<file path="src/rtl/hazard_scoreboard.sv">
// hazard_scoreboard: decode-stage hazard unit built around a shifting write
// scoreboard. It tracks the destination register of every instruction in the
// DEPTH post-decode stages (stage 1 = E ... DEPTH = W). From that it produces
// forward selects for both decode sources, load/multi-cycle-use stalls,
// per-stage stall/flush vectors, and a sequenced exception flush. The flush is
// deferred while a unit-wide long stall is in progress.
//
// Ports
//   clk, rst           clock, asynchronous active-high reset
//   long_stall         unit-wide stall (icache, dcache, divider)
//   issue_D            valid instruction in D
//   rs_D, rt_D         source registers; use_a_D/use_b_D say whether each is read
//   dst_D              destination register (0 = no write)
//   rdy_stage_D        first stage whose result bus carries the value
//   redirect_D         taken branch/jump resolved in D
//   except_M           exception detected in stage 2
//   fwd_a_D, fwd_b_D   0 = regfile, k = stage-k result bus
//   stall, flush       bit0 F, bit1 D, bit k+1 stage k
//   fsm_busy           exception sequence in progress
//
// Optional build macro HAZARD_PERF_CNT_EN adds three 32-bit wrapping counters:
//   hz_cnt (hazard-stall cycles), ls_cnt (long_stall cycles),
//   ex_cnt (entries into the flush state).

// One scoreboard entry compared against one decode source.
module hsb_entry_cmp #(
  parameter int REG_W = 5
) (
  input  logic             en,
  input  logic             valid,
  input  logic [REG_W-1:0] dst,
  input  logic [REG_W-1:0] src,
  output logic             hit
);
  assign hit = en & valid & (dst == src);
endmodule

module hazard_scoreboard #(
  parameter int DEPTH = 3,
  parameter int REG_W = 5,
  parameter int SELW  = $clog2(DEPTH+1)
) (
  input  logic             clk,
  input  logic             rst,
  input  logic             long_stall,
  input  logic             issue_D,
  input  logic [REG_W-1:0] rs_D,
  input  logic [REG_W-1:0] rt_D,
  input  logic             use_a_D,
  input  logic             use_b_D,
  input  logic [REG_W-1:0] dst_D,
  input  logic [SELW-1:0]  rdy_stage_D,
  input  logic             redirect_D,
  input  logic             except_M,
  output logic [SELW-1:0]  fwd_a_D,
  output logic [SELW-1:0]  fwd_b_D,
  output logic [DEPTH+1:0] stall,
  output logic [DEPTH+1:0] flush,
  output logic             fsm_busy
`ifdef HAZARD_PERF_CNT_EN
  ,
  output logic [31:0]      hz_cnt,
  output logic [31:0]      ls_cnt,
  output logic [31:0]      ex_cnt
`endif
);

  typedef struct packed {
    logic             v;
    logic [REG_W-1:0] dst;
    logic [SELW-1:0]  rdy;
  } sb_ent_t;

  typedef enum logic [1:0] {RUN = 2'd0, PEND = 2'd1, FLUSH = 2'd2} state_t;

  sb_ent_t [DEPTH:1] sb, sb_nxt;
  state_t            state, state_nxt;

  // Source 0 = rs (a), source 1 = rt (b).
  logic [1:0][REG_W-1:0] src;
  logic [1:0]            src_en;
  logic [1:0][DEPTH:1]   hit;
  logic [1:0][SELW-1:0]  fwd;
  logic [1:0]            haz;
  logic                  hazard;

  assign src[0]    = rs_D;
  assign src[1]    = rt_D;
  assign src_en[0] = use_a_D & (rs_D != '0);
  assign src_en[1] = use_b_D & (rt_D != '0);

  for (genvar s = 0; s < 2; s++) begin : g_src
    for (genvar k = 1; k <= DEPTH; k++) begin : g_ent
      hsb_entry_cmp #(.REG_W(REG_W)) u_cmp (
        .en    (src_en[s]),
        .valid (sb[k].v),
        .dst   (sb[k].dst),
        .src   (src[s]),
        .hit   (hit[s][k])
      );
    end

    // The youngest (lowest-index) matching writer wins. If its result is not
    // on a bus yet, the instruction in D has to wait.
    always_comb begin
      logic done;
      done   = 1'b0;
      fwd[s] = '0;
      haz[s] = 1'b0;
      for (int k = 1; k <= DEPTH; k++) begin
        if (!done && hit[s][k]) begin
          done = 1'b1;
          if (SELW'(k) >= sb[k].rdy) fwd[s] = SELW'(k);
          else                       haz[s] = 1'b1;
        end
      end
    end
  end

  assign fwd_a_D = fwd[0];
  assign fwd_b_D = fwd[1];
  assign hazard  = issue_D & (|haz);

  // Stall/flush priority: long stall, exception flush, data hazard, redirect.
  always_comb begin
    stall = '0;
    flush = '0;
    if (long_stall) begin
      stall = '1;
    end else if (state == FLUSH) begin
      flush[3:0] = 4'hF;
    end else if (hazard) begin
      stall[1:0] = 2'b11;
      flush[2]   = 1'b1;
    end else if (redirect_D) begin
      flush[0] = 1'b1;
    end
  end

  // Scoreboard advance. During the exception flush, the instructions in
  // stages 1..2 are squashed. So they move down the pipe as bubbles, while
  // the older stages still commit.
  always_comb begin
    sb_nxt = sb;
    if (!long_stall) begin
      for (int k = DEPTH; k >= 2; k--) begin
        sb_nxt[k] = sb[k-1];
        if (state == FLUSH && k <= 3) sb_nxt[k].v = 1'b0;
      end
      sb_nxt[1].v   = issue_D & (dst_D != '0) & ~stall[1] & ~flush[1];
      sb_nxt[1].dst = dst_D;
      sb_nxt[1].rdy = rdy_stage_D;
    end
  end

  always_ff @(posedge clk or posedge rst) begin
    if (rst) sb <= '0;
    else     sb <= sb_nxt;
  end

  // Exception sequencer. While a long stall is active, the only move allowed
  // is RUN->PEND. This way the flush never races a frozen pipe.
  always_comb begin
    state_nxt = state;
    case (state)
      RUN:     if (except_M) state_nxt = long_stall ? PEND : FLUSH;
      PEND:    if (!long_stall) state_nxt = FLUSH;
      FLUSH:   if (!long_stall) state_nxt = RUN;
      default: state_nxt = RUN;
    endcase
  end

  always_ff @(posedge clk or posedge rst) begin
    if (rst) begin
      state    <= RUN;
      fsm_busy <= 1'b0;
    end else begin
      state    <= state_nxt;
      fsm_busy <= (state_nxt != RUN);
    end
  end

`ifdef HAZARD_PERF_CNT_EN
  always_ff @(posedge clk or posedge rst) begin
    if (rst) begin
      hz_cnt <= '0;
      ls_cnt <= '0;
      ex_cnt <= '0;
    end else begin
      if (!long_stall && state != FLUSH && hazard) hz_cnt <= hz_cnt + 32'd1;
      if (long_stall)                              ls_cnt <= ls_cnt + 32'd1;
      if (state != FLUSH && state_nxt == FLUSH)    ex_cnt <= ex_cnt + 32'd1;
    end
  end
`endif

endmodule

</file>
<file path="config.mk">
export PLATFORM = sky130hd
export DESIGN_NAME = hazard_scoreboard
export DESIGN_NICKNAME = d
export VERILOG_FILES = /design/src/rtl/hazard_scoreboard.sv
export SDC_FILE = /design/constraint.sdc
export NUM_CORES = 1
export LEC_CHECK = 0
export CAP_MARGIN = 5
export CORE_UTILIZATION = 48
export DETAILED_ROUTE_END_ITERATION = 6
export PLACE_DENSITY = 0.85
export SLEW_MARGIN = 0
export SYNTH_ARGS = -nofsm -noshare
export SYNTH_HDL_FRONTEND = slang
export SYNTH_SLANG_ARGS = --single-unit
</file>
<file path="constraint.sdc">
create_clock -name clk -period 3.1 [get_ports clk]
set_input_delay 0.465 -clock clk [delete_from_list [all_inputs] [get_ports clk]]
set_output_delay 0.465 -clock clk [all_outputs]
set_load 0.03 [all_outputs]
</file>
# Yosys cells after proc, flatten, opt, wreduce, memory -nomap -nowiden
# Index checks and enable logic that the tools add are counted.
[word_totals]
reg_bits = 27
latchBits = 0
mem_bits_rw = 0
romBits = 0
in_bits = 25
out_inout_bits = 15
wordCells = 100
mem_count = 0
[classes]
add_sub_neg = 0
multipliers = 0
n_div = 0
magnitude_cmp = 3
eq_ne = 8
n_shift = 0
mux = 44
n_bitwise = 20
n_reduce_logical = 14
[ops]
columns = ["op", "n"]
rows = [
  ["two-way mux 2 bit", 17],
  ["== test 5 bit", 6],
  ["two-way mux 1 bit", 24],
  ["bitwise AND 1 bit", 18],
  ["nonzero test 5 bit", 3],
  ["one-hot mux 2 bit (3 select lines)", 1],
  ["greater-or-equal comparator 2 bit (first input constant)", 2],
  ["logical AND 1 bit", 4],
  ["logical NOT 1 bit", 4],
  ["two-way mux 4 bit", 1],
  ["two-way mux 3 bit", 1],
  ["== test 2 x 1 -> 1 bit (second input constant)", 1],
  ["== test 2 bit (second input constant)", 1],
  ["greater-or-equal comparator 1 x 2 -> 1 bit (first input constant)", 1],
  ["logical NOT 2 bit", 1],
  ["inverter 1 bit", 2],
  ["nonzero test 2 bit", 1],
  ["OR reduction 2 bit", 1],
]

# Depth between registers and ports, before layout
# Gate-level depths: netlist of the first run.
[logic_depth]
depth_word = 19
ltp_mapped = 7
mapped_depth_nobuf = 6

# Cells and area by module
# Synthesis of the first run repeated with hierarchy kept, for this count alone.
[hier_totals]
hier_cells = 149
hier_area_um2 = 1505.2
[modules_own_cells]
columns = ["module", "instances", "cells_per_inst", "area_per_inst_um2", "seq_area_each_um2"]
rows = [
  ["hazard_scoreboard", 1, 101, 1152.4, 625.6],
  ["hsb_entry_cmp", 6, 8, 58.8, 0.0],
]

# Worst setup path after synthesis of the first run
# OpenSTA, ideal clock, no wires.
[synth_path]
path_type = "input port to output port"
start = "input port rs_D[2]"
end = "output port fwd_a_D[0]"
arrival_ns = 2.272
required_ns = 2.635
setup_slack_ns = 0.363
path_stages = 5
n_path_buf = 0
cell_sequence = "or4_4 o21ai_2 nor3_1 or4_1 mux2i_1"
[synth_between]
elab_chain_len = 11
word_cells_on_any_way = 22
classes_between = "3 x eq/ne; 7 x mux; 7 x bitwise; 5 x reduce/logical"
[synth_rtl]
columns = ["element", "line_no", "source"]
rows = [
  ["start, declared", "47", "input logic [REG_W-1:0] rs_D,"],
  ["nonzero test 5 bit", "89", "assign src_en[0] = use_a_D & (rs_D != '0);"],
  ["bitwise AND 1 bit", "89", ""],
  ["bitwise AND 1 bit (2 in series)", "35", "assign hit = en & valid & (dst == src);"],
  ["two-way mux 1 bit", "111", "if (!done && hit[s][k]) begin"],
  ["logical NOT 1 bit", "111", ""],
  ["logical AND 1 bit", "111", ""],
  ["two-way mux 1 bit", "111", ""],
  ["logical NOT 1 bit", "111", ""],
  ["logical AND 1 bit", "111", ""],
  ["two-way mux 2 bit *", "111", ""],
  ["end, declared", "55", "output logic [SELW-1:0] fwd_a_D,"],
]
# Mark *: on every way between the ends. The rest lies on a longest branch, timed or not.

# Worst setup path in the final report of the first run
# Ends and elaborated chain as after synthesis.

==> metrics.cfg, run 1 <==
[run_status]
status = complete, no violations

[placed_design]
place_congestion = 0.850
dpl_cell_area_um2 = 1960
dp_hpwl_um = 2750
numPortBuffers = 38

[global_route]
met1_usage_pct = 30.5
grt_pass1_vias = 1232
antenna_found_initial = 0
grt_max_degree = 26
grt_pass1_wl_um = 5580
use_met3_pct = 2.46
busiest_layer = met2
grt_remaining_overflow = 0
grt_util_met2_pct = 34.8
grtUsageTotal_pct = 21.8

[cells_and_area]
num_antenna_cells = 0
nets = 213
final_area_um2 = 2050
area_growth_pct = 35.1
nFillCells = 224
drive_above_1_share_pct = 29.9

[floorplanning]
start_util_pct = 50.0
rows = 20
die_area_um2 = 3390
die_x_um = 58.2
die_height_um = 58.2
ios = 40
core_area_um2 = 3030

[clocking]
tritoncts = built
clkTransAtPathRegs_ns = 0.14
cts_made_buffers = 3
clkSinkCount = 25
cts-root-buf = clkbuf_4
clock_latency_ns = 0.31
cts_max_level = 1
clock_path_buffers = 2

[timing]
setup_viol_count_final = 0
hold_viol = 0
finalCritPeriodShare_pct = 98.2
clock.fmax_mhz = 328
relSlewSlack_pct = 36.6
worst_pin_slew_ns = 0.950
grt_setup_unrepaired = no
setup-tns-final_ns = 0
slew_viol_final = 0
fin_crit_ns = 3.05
finClkSkew_ns = 0.00367
hold_slack_ns = 0.525

[logic_synthesis]
yosys.area.top_type = dfrtp_1
syn_inst = 143
synth_top_area_share_pct = 41.3
syn_avg_cell_area_um2 = 10.6
ys_ff_latch = 25
yosysMostFrequentCell = dfrtp_1
async_flop_share_pct = 100
yosys-top-cells-count = dfrtp_1 (25), mux2_2 (19), xnor2_1 (18), nand2_1 (13), xor2_1 (12)
synth_area_leaders = dfrtp_1 (41%), mux2_2 (14%), xnor2_1 (10%)
synth_ff_type = dfrtp_1
synth_warnings = 0
synth-seq-area-share_pct = 41.3
synth_edf_count = 0
synth_nets = 168
yosys.cell_types.count = 35
syn_area_um2 = 1520

[worst_setup_path]
crit_path_max_fanout = 4
end_kind = primary output
cp.required_ns = 2.63
critical_path_arrival_ns = 2.58
worstSetupPathType = primary input to primary output
critPathLaunchType = primary input

[power_and_ir_drop]
power_density_nw_per_um2 = 412
finalPower_uw = 843
vdd_ir_drop_max_uv = 218
power_leakage_uw = 0.000823

[route]
wl_per_cell_um = 15.0
drt_wl_total_um = 3460
dr.pass1.iters = 4
final_antenna_net_count = 0
viasPerCell = 5.29
post-route-drc-count = 0
vias = 1223
drtIter0Drc = 66

[flow_run]
maxCapViolCount = 0

[min_path]
min_path_type = flip-flop to flip-flop

-- routing by layer --
layer	up-vias	wire length, um
met5	-	0
met4	0	83
met3	8	105
met2	37	1720
met1	593	1560
li1	585	-
-- power by group --
group | total, uW | switching [uW] | internal, uW
registers | 428 | 55.5 | 373
clock network | 146 | 95.6 | 50.2
logic | 269 | 124 | 145
total | 843 | 275 | 568
-- what timing repair did --
action | 4_1_cts | 5_1_grt
resized for setup | 0 | 14
hold buffers | 0 | 0
setup endpoints to repair | 0 | 7
buffers inserted | 0 | 0
-- logic make-up (layout without fill, tap and decap cells) --
kind of cell,after synthesis,after routing,share of synthesized area (%)
buf+inv,12,56,4.46
mux,21,21,15.4
simple gates,37,37,14.0
other cells,1,1,0.247
compound gates,17,17,7.18
flops,25,25,41.3
xor+xnor,30,30,17.3
-- final timing paths --
path	to	from	slack (ns)	cells past startpoint
max reg2reg	sb[7]	sb[3]	1.32	6
min	sb[9]	sb[9]	0.53	1
max in group asynchronous	sb[6]	rst	1.88	2
min reg2reg	sb[9]	sb[9]	0.53	1
min in group asynchronous	sb[8]	rst	0.65	2
max	fwd_a_D[0]	rs_D[2]	0.05	7
-- layout by cell type (no fill, tap or decap), drive strengths merged --
cell           count
nor3b              1
conb               1
dfrtp             25
or3                1
inv                2
xor2              12
clkdlybuf4s50     30
nor3               2
xnor2             18
o22ai              1
mux2i              2
o211ai             2
a21oi              2
buf               20
o21ai              7
o31ai              1
or4                4
clkbuf             4
o21a               1
nand4b             2
nand3              2
nand2b             1
and4b              2
a22oi              1
nor2               2
o21bai             1
nor4               3
a31o               1
mux2              19
or2                1
nand2             13
nand4              3
-- cell type report --
type / count / area (um2) / area share [%]
multi-input cells: 106 / 878 / 42.9
flip-flops and latches: 25 / 626 / 30.6
repair buffers: 50 / 454 / 22.2
well taps: 44 / 55.1 / 2.69
clock buffers: 4 / 26.3 / 1.28
inverters: 2 / 7.51 / 0.367
-- worst max-delay path, cell delays in order --
cell	delay (ns)
clkdlybuf4s50_1	0.42
or4_4	0.55
o21ai_4	0.18
nor3_2	0.09
or4_4	0.53
mux2i_1	0.17
buf_4	0.18
-- flip-flops by register name, indices dropped and copies added (netlist names) --
signal / cells
fsm_busy: 1
sb: 22
state: 2
-- stage by stage --
stage,setup slack [ns],util [%],cells
global placement,0.0814,64.8,227
detailed placement,0.0125,64.8,227
floorplan,0.363,-,143
CTS,0.00851,65.6,231
global route,0.00231,67.6,231
finish,0.0548,67.6,231
Power figures use the tool's default switching activity.
==> run 2, diff against run 1 <==
--- a/config.mk
+++ b/config.mk
@@ -6,9 +6,9 @@
 export NUM_CORES = 1
 export LEC_CHECK = 0
 export CAP_MARGIN = 5
-export CORE_UTILIZATION = 48
+export CORE_UTILIZATION = 43
 export DETAILED_ROUTE_END_ITERATION = 6
-export PLACE_DENSITY = 0.85
+export PLACE_DENSITY = 0.81
 export SLEW_MARGIN = 0
 export SYNTH_ARGS = -nofsm -noshare
 export SYNTH_HDL_FRONTEND = slang
==> constraint.sdc (replaced) <==
create_clock -name clk -period 2.7 [get_ports clk]
set_input_delay 0.405 -clock clk [delete_from_list [all_inputs] [get_ports clk]]
set_output_delay 0.405 -clock clk [all_outputs]
set_load 0.03 [all_outputs]
==> metrics.cfg, run 2 (synthesis gave the netlist of run 1 again) <==
[run_status]
status = complete, no violations

[route]
post-route-drc-count = 0  ; unchanged
viasPerCell = 5.13  ; -3.1%
final_antenna_net_count = 0  ; unchanged
drtIter0Drc = 54  ; -18%
dr.pass1.iters = 4  ; unchanged
vias = 1247  ; +2.0%
wl_per_cell_um = 15.5  ; +3.4%
drt_wl_total_um = 3770  ; +8.8%

[floorplanning]
die_height_um = 61.4  ; +5.5%
die_x_um = 61.4  ; +5.5%
core_area_um2 = 3360  ; +11%
rows = 21  ; +5.0%
die_area_um2 = 3770  ; +11%
start_util_pct = 45.1  ; -5.0 points
ios = 40  ; unchanged

[worst_setup_path]
crit_path_max_fanout = 3  ; -1
end_kind = primary output
critical_path_arrival_ns = 2.20  ; -0.38 ns
worstSetupPathType = primary input to primary output
cp.required_ns = 2.30  ; -0.33 ns
critPathLaunchType = primary input

[clocking]
clkTransAtPathRegs_ns = 0.12  ; -0.02 ns
cts-root-buf = clkbuf_4
clock_path_buffers = 2  ; unchanged
cts_made_buffers = 3  ; unchanged
clkSinkCount = 25  ; unchanged
clock_latency_ns = 0.31  ; about the same
cts_max_level = 1  ; unchanged
tritoncts = built

[global_route]
antenna_found_initial = 0  ; unchanged
grt_pass1_vias = 1210  ; -1.8%
grt_pass1_wl_um = 5850  ; +5.0%
grtUsageTotal_pct = 21.9  ; +0.12 points
grt_remaining_overflow = 0  ; unchanged
grt_max_degree = 26  ; unchanged

[timing]
setup_viol_count_final = 0  ; unchanged
clock.fmax_mhz = 383
postLayoutSetupSlackWorst_ns = 0.0914  ; +0.0367 ns
relSlewSlack_pct = 41.1  ; +4.5 points
hold_slack_ns = 0.529  ; +0.00387 ns
hold_viol = 0  ; unchanged
finalCritPeriodShare_pct = 96.6
finClkSkew_ns = 0.00212  ; -0.00155 ns
fin_crit_ns = 2.61
worst_pin_slew_ns = 0.882  ; -0.0679 ns
slew_viol_final = 0  ; unchanged

[flow_run]
maxCapViolCount = 0  ; unchanged

[placed_design]
place_inst = 235  ; +3.5%
dp_hpwl_um = 3020  ; +9.7%
place_congestion = 0.857  ; +0.79%
pre_cts_ws_ns = -0.266  ; -0.279 ns
numPortBuffers = 38  ; unchanged

[cells_and_area]
num_antenna_cells = 0  ; unchanged
largest_register_ffs = 22  ; unchanged
top_regs = sb (22), state (2), fsm_busy (1)
top_register = sb
drive_above_1_share_pct = 40.1  ; +10 points
post-route-util_pct = 62.8  ; -4.8 points
area_growth_pct = 39.5
fin_cells = 243  ; +5.2%
mostFrequentLayoutCell = buf_4
nets = 223  ; +4.7%
layout_common_cells = buf_4 (32), dfrtp_1 (22), mux2_2 (19), xnor2_1 (18), clkdlybuf4s50_1 (16)

[power_and_ir_drop]
power_density_nw_per_um2 = 462  ; +12%
power_leakage_uw = 0.000903  ; +9.8%
finalPower_uw = 976  ; +16%
vdd_ir_drop_max_uv = 346  ; +59%

[min_path]
min_path_type = flip-flop to flip-flop

run 2: cell types whose count changed in the layout (fill, tap and decap cells not counted), sizes merged:
cell	before	now
dlygate4sd2	0	2
clkdlybuf4s15	0	2
clkbuf	4	7
buf	20	35
clkinv	0	1
dlymetal6s2s	0	1
clkdlybuf4s50	30	16
run 2: what timing repair did:
item | in CTS | in global routing
endpoints found under the setup margin | 8 | 5
resized for setup | 24 | 15
hold buffers | 0 | 0
buffers inserted | 1 | 3
pin swaps | 12 | 16
run 2: layout make-up:
class	instances	area (um2)
Clock inverter	1	5.00
Timing Repair Buffer	60	504
Tap cell	46	57.6
Inverter	2	7.51
Sequential cell	25	629
Multi-Input combinational cell	106	887
Clock buffer	3	22.5
Fill cell	289	1250
run 2: per-stage QoR:
step | setup TNS, ns | instance area [um2]
detailed placement | -1.69 | 2000
global placement | -1.36 | 2000
finish | 0 | 2110
global route | -0.00962 | 2110
floorplan | 0 | 1520
CTS | 0 | 2080
run 2: power breakdown:
part | total, uW | leakage [uW] | internal [uW] | switching, uW
Clock | 160 | 0.0000177 | 55.4 | 105
Combinational | 318 | 0.000589 | 169 | 149
Sequential | 498 | 0.000296 | 429 | 68.8
Total | 976 | 0.000903 | 654 | 323
run 2: path summary, 6_finish.rpt:
| path | startpoint | cells after the start | slack, ns | end |
|---|---|---|---|---|
| min in group asynchronous | rst | 2 | 0.57 | sb[9] |
| setup reg to reg | sb[4] | 8 | 0.63 | sb[7] |
| setup / recovery | rt_D[1] | 9 | 0.09 | stall[0] |
| max in group asynchronous | rst | 2 | 1.54 | sb[3] |
| hold / removal | sb[8] | 1 | 0.53 | sb[8] |
| hold reg to reg | sb[8] | 1 | 0.53 | sb[8] |
run 2: routing by layer:
metal | part of all wire, % | global-route usage [%] | wire [um] | vias up
met5 | 0 | 0 | 0 | -
met4 | 1.1 | 8.89 | 41 | 0
met2 | 54 | 39.0 | 2040 | 34
met1 | 41 | 27.3 | 1550 | 592
met3 | 3.6 | 2.31 | 136 | 8
li1 | - | - | - | 613
run 2: critical path: stages:
cell and delay [ns]:
dlygate4sd2_1 0.25, buf_4 0.15, xor2_1 0.14, nor4_2 0.33, nand4b_1 0.22, a22oi_2 0.26, o21ai_2 0.08, a31o_2 0.22
buf_6 0.14
